<file path="src/rtl/bin2bcd_pkg.sv">
// Shared definitions for the sequential binary-to-BCD converter: FSM state
// encoding and a helper that sizes the BCD digit count for a given width.
package bin2bcd_pkg;

  localparam logic [1:0] ST_IDLE  = 2'd0;
  localparam logic [1:0] ST_SHIFT = 2'd1;
  localparam logic [1:0] ST_DONE  = 2'd2;

  typedef enum logic [1:0] {
    S_IDLE  = ST_IDLE,
    S_SHIFT = ST_SHIFT,
    S_DONE  = ST_DONE
  } state_t;

  // Smallest d such that 10^d > 2^width - 1.
  function automatic int digits_needed(input int width);
    logic [63:0] lim;
    logic [63:0] p;
    int          d;
    lim = 64'd1 << width;
    p   = 64'd10;
    d   = 1;
    for (int i = 0; i < 20; i++) begin
      if (p < lim) begin
        p = p * 64'd10;
        d++;
      end
    end
    return d;
  endfunction

endpackage

</file>
<file path="src/rtl/bcd_digit_step.sv">
// One BCD digit of a shift-and-add-3 step: correct the digit if it is 5 or
// more, then shift it left one place, passing its top bit to the next digit.
module bcd_digit_step (
  input  logic [3:0] digit,
  input  logic       shift_in,
  output logic [3:0] digit_next,
  output logic       shift_out
);

  logic [3:0] adj;

  always_comb begin
    adj = digit;
    if (digit >= 4'd5) adj = digit + 4'd3;
  end

  assign shift_out  = adj[3];
  assign digit_next = {adj[2:0], shift_in};

endmodule

</file>
<file path="src/rtl/bin2bcd_seq.sv">
// Sequential binary-to-BCD converter, one operand bit per clock, with an
// optional two's-complement input that is reported as sign plus magnitude.
module bin2bcd_seq
  import bin2bcd_pkg::*;
#(
  parameter int WIDTH  = 8,
  parameter int DIGITS = 3,
  parameter int SIGNED = 0
) (
  input  logic                clk,
  input  logic                rst,
  input  logic                in_valid,
  output logic                in_ready,
  input  logic [WIDTH-1:0]    bin_in,
  output logic                out_valid,
  input  logic                out_ready,
  output logic [4*DIGITS-1:0] bcd_out,
  output logic                sign_out,
  output logic                ovf
);

  // A signed operand gets one extra bit so that -2^(WIDTH-1) has a magnitude.
  localparam int STEPS = WIDTH + ((SIGNED != 0) ? 1 : 0);
  localparam int CNT_W = $clog2(WIDTH + 2);
  localparam logic [CNT_W-1:0] LAST = CNT_W'(STEPS - 1);

  if (WIDTH < 2 || WIDTH > 32) begin : g_bad_width
    $error("bin2bcd_seq: WIDTH=%0d is outside 2..32", WIDTH);
  end
  if (4 * DIGITS < WIDTH) begin : g_bad_digits
    $error("bin2bcd_seq: 4*DIGITS=%0d is smaller than WIDTH=%0d", 4 * DIGITS, WIDTH);
  end

  state_t                state;
  logic [CNT_W-1:0]      cnt;
  logic [STEPS-1:0]      operand;

  logic                  neg;
  logic signed [WIDTH:0] sext;
  logic signed [WIDTH:0] negated;
  logic [STEPS-1:0]      magnitude;

  logic [DIGITS:0]       chain;
  logic [4*DIGITS-1:0]   bcd_step;

  assign in_ready = (state == S_IDLE) && !rst;

  // Operand capture: sign detection and magnitude
  assign neg     = (SIGNED != 0) && bin_in[WIDTH-1];
  assign sext    = $signed({bin_in[WIDTH-1], bin_in});
  assign negated = -sext;

  always_comb begin
    magnitude = STEPS'(bin_in);
    if (neg) magnitude = STEPS'($unsigned(negated));
  end

  // Digit chain: operand MSB enters the units digit, top digit carry flags overflow
  assign chain[0] = operand[STEPS-1];

  for (genvar k = 0; k < DIGITS; k++) begin : g_digit
    bcd_digit_step u_step (
      .digit      (bcd_out[4*k +: 4]),
      .shift_in   (chain[k]),
      .digit_next (bcd_step[4*k +: 4]),
      .shift_out  (chain[k+1])
    );
  end

  // FSM, counter, operand and output registers
  always_ff @(posedge clk) begin
    if (rst) begin
      state     <= S_IDLE;
      cnt       <= '0;
      bcd_out   <= '0;
      sign_out  <= 1'b0;
      ovf       <= 1'b0;
      out_valid <= 1'b0;
    end else begin
      case (state)
        S_IDLE: begin
          if (in_valid) begin
            operand  <= magnitude;
            sign_out <= neg;
            bcd_out  <= '0;
            ovf      <= 1'b0;
            cnt      <= '0;
            state    <= S_SHIFT;
          end
        end
        S_SHIFT: begin
          bcd_out <= bcd_step;
          operand <= {operand[STEPS-2:0], 1'b0};
          if (chain[DIGITS]) ovf <= 1'b1;
          if (cnt == LAST) begin
            state     <= S_DONE;
            out_valid <= 1'b1;
          end else begin
            cnt <= cnt + 1'b1;
          end
        end
        S_DONE: begin
          if (out_ready) begin
            state     <= S_IDLE;
            out_valid <= 1'b0;
          end
        end
        default: begin
          state     <= S_IDLE;
          out_valid <= 1'b0;
        end
      endcase
    end
  end

endmodule

</file>
<file path="config.mk">
export PLATFORM = sky130hd
export DESIGN_NAME = bin2bcd_seq
export DESIGN_NICKNAME = d
export VERILOG_FILES = /design/src/rtl/bin2bcd_pkg.sv /design/src/rtl/bcd_digit_step.sv /design/src/rtl/bin2bcd_seq.sv
export SDC_FILE = /design/constraint.sdc
export NUM_CORES = 1
export LEC_CHECK = 0
export CAP_MARGIN = 40
export CORE_ASPECT_RATIO = 1.4
export CORE_MARGIN = 2
export CORE_UTILIZATION = 25
export CTS_BUF_LIST = sky130_fd_sc_hd__clkbuf_2 sky130_fd_sc_hd__clkbuf_4 sky130_fd_sc_hd__clkbuf_8
export CTS_CLUSTER_SIZE = 28
export DETAILED_ROUTE_END_ITERATION = 10
export GPL_TIMING_DRIVEN = 0
export HOLD_SLACK_MARGIN = 0.12
export SLEW_MARGIN = 20
export SYNTH_ARGS = -nofsm -noshare
export SYNTH_HDL_FRONTEND = slang
export SYNTH_SLANG_ARGS = --single-unit
</file>
<file path="constraint.sdc">
create_clock -name clk -period 3 [get_ports clk]
set_input_delay 0.45 -clock clk [delete_from_list [all_inputs] [get_ports clk]]
set_output_delay 0.45 -clock clk [all_outputs]
set_load 0.02 [all_outputs]
</file>
==> metrics.cfg <==
[drt]
final_antenna_net_count = 0
viasPerCell = 4.44
drc = 0
vias = 1105
dr.pass1.iters = 4
drt-initial-drc-count = 33
routed_wl_mm = 2.72
drt-wirelength-per-cell_um = 10.9

[setup_path]
worstPathArrival_ns = 2.05
required_ns = 2.55
critPathMaxFanout = 10
worstSetupEndpointType = primary output
worstSetupStartpointType = input port
worstSetupPathType = input port to primary output

[synth]
yosysTopAreaCell = dfxtp_1
yosysTopAreaCellShare_pct = 28.6
syn_area_sq_mm = 0.00140
ys_seq_elements = 28
synthDistinctLibCells = 35
syn_nets = 170
postSynthAreaPerCell_sq_um = 9.26
yosys_warnings = 0
synth_cells = 151
netlist_top_cells_area = dfxtp_1, edfxtp_1, nand2_1
ys_seq_area_share_pct = 45.8

[clock_tree]
cts-resized-gates = 0
cts_tree = done
clk_latency_ns = 0.28
path_clk_slew_ns = 0.09
htreeDepth = 1
clock-sinks = 28
postCtsSetupRepairBufs = 0
postCtsHoldBufs = 0
clockBufferDepth = 2
cts_made_buffers = 3
cts_root_buf = clkbuf_8

[floorplanning]
rows = 32
ios = 28
dieHeight_um = 92.5
die_x_um = 67.2
coreArea_sq_mm = 0.00545
dieArea_sq_mm = 0.00622
initial_core_util_pct = 25.7

[layout]
layout.nets = 201
area_growth_pct = 29.8
drive_gt1_share_pct = 8.84
n_antenna_cell = 0
final_util_pct = 33.3

[run_status]
status = complete, no violations

[global_routing]
grt_pass1_wl_mm = 4.82
overflow = 0
antenna_found_initial = 0
grt_max_degree = 17
grt_pass1_vias = 1105
grt_usage_pct = 10.0

[timing]
finalMaxSlewViolations = 0
rsz0062_at_grt = false
setup_viol = 0
fmax_mhz = 399
fin_tns_setup_ns = 0
fin_crit_ns = 2.50
hold_violations = 0
finClkSkew_ns = 0.00120
worst_pin_slew_ns = 0.600
slew_headroom_pct = 59.9
period_share_pct = 83.5

[hold_path]
holdCritPathClass = flip-flop to flip-flop

[pwr]
ir_drop_mv = 0.194
powerDensity_mw_per_mm2 = 428
leakagePower_uw = 0.000697

[flow_run]
maxCapViolCount = 0

[placement]
port_buffers = 26
place_congestion = 0.649
post-dp-hpwl_mm = 2.09

-- stage by stage --
stage	hold WS [ns]	power, uW	area, sq um	worst slack [ns]	instances
after CTS	0.484	788	1820	0.461	249
after floorplan	0.444	459	1400	1.44	151
after global placement	0.457	489	1740	0.477	245
after global routing	0.509	812	1820	0.377	249
after detailed placement	0.470	490	1740	0.468	245
final	0.484	777	1820	0.495	249
-- registers in the layout (all words and copies together), names as in the netlist --
name and count:
bcd_out 12, operand 8, cnt 4, state 2, out_valid 1, ovf 1
-- worst paths after layout --
check	start	end	slack, ns	depth (start not counted)
max	rst	in_ready	0.50	4
min	cnt[1]$_SDFFE_PP0P_	cnt[1]$_SDFFE_PP0P_	0.48	2
max reg2reg	state[1]$_SDFFE_PP0P_	operand[3]$_DFFE_PP_	1.37	4
min reg2reg	cnt[1]$_SDFFE_PP0P_	cnt[1]$_SDFFE_PP0P_	0.48	2
-- critical path, stage by stage --
cell             delay (ns)
clkdlybuf4s50_1        0.58
clkbuf_1               0.39
nor3_1                 0.08
clkdlybuf4s50_1        0.55
-- cells by family (layout without fill, tap and decap cells) --
| family | count (synthesis) | in the layout | share of synthesized area [%] |
|---|---|---|---|
| other | 1 | 1 | 0.268 |
| buffers and inverters | 14 | 44 | 5.28 |
| XOR/XNOR | 8 | 8 | 5.01 |
| AND/OR/NAND/NOR | 59 | 59 | 19.9 |
| flip-flops | 28 | 28 | 45.8 |
| multiplexers | 3 | 3 | 2.15 |
| adder cells (fa/ha/maj) | 7 | 7 | 6.26 |
| AO/OA/AOI/OAI | 31 | 31 | 15.3 |
-- cell usage in the layout, fill, tap and decap left out, drive strengths merged, types with 3 or more instances in the layout --
cell	n
a21oi	10
clkdlybuf4s50	26
buf	5
mux2i	3
nor3	4
nand2	24
inv	8
nor2	16
xnor2	3
xor2	5
a22o	8
nand3	5
nand2b	4
dfxtp	20
o21ai	8
edfxtp	8
ha	7
clkbuf	4
-- synthesized netlist by cell type, drive strengths merged --
library cell	number
nand2	24
dfxtp	20
nor2	16
a21oi	10
a22o	8
edfxtp	8
inv	8
o21ai	8
ha	7
buf	5
nand3	5
xor2	5
nand2b	4
nor3	4
mux2i	3
xnor2	3
a2111oi	1
a21o	1
a22oi	1
a311oi	1
and2	1
and3	1
clkbuf	1
conb	1
nand4	1
nand4b	1
nor2b	1
nor4b	1
o21ba	1
-- layout make-up --
| cell class | count | area [sq um] |
|---|---|---|
| Clock buffer | 3 | 41.3 |
| Timing Repair Buffer | 26 | 260 |
| Sequential cell | 28 | 641 |
| Multi-Input combinational cell | 109 | 684 |
| Clock inverter | 1 | 30.0 |
| Inverter | 8 | 30.0 |
| Buffer | 6 | 43.8 |
| Tap cell | 68 | 85.1 |
| Fill cell | 606 | 3630 |
-- layer usage --
| layer | share of wire (%) | GRT usage [%] | wire, um |
|---|---|---|---|
| met1 | 42 | 12.0 | 1140 |
| met2 | 53 | 16.9 | 1440 |
| met5 | 0 | 0 | 0 |
| met4 | 2.2 | 4.59 | 60 |
| met3 | 2.6 | 1.82 | 70 |
-- where the power goes --
part	internal (uW)	switching, uW	total [uW]	leakage (uW)
Combinational	33.5	39.2	72.7	0.000423
Clock	179	119	297	0.0000357
Sequential	402	4.82	407	0.000239
Power figures use the tool's default switching activity.
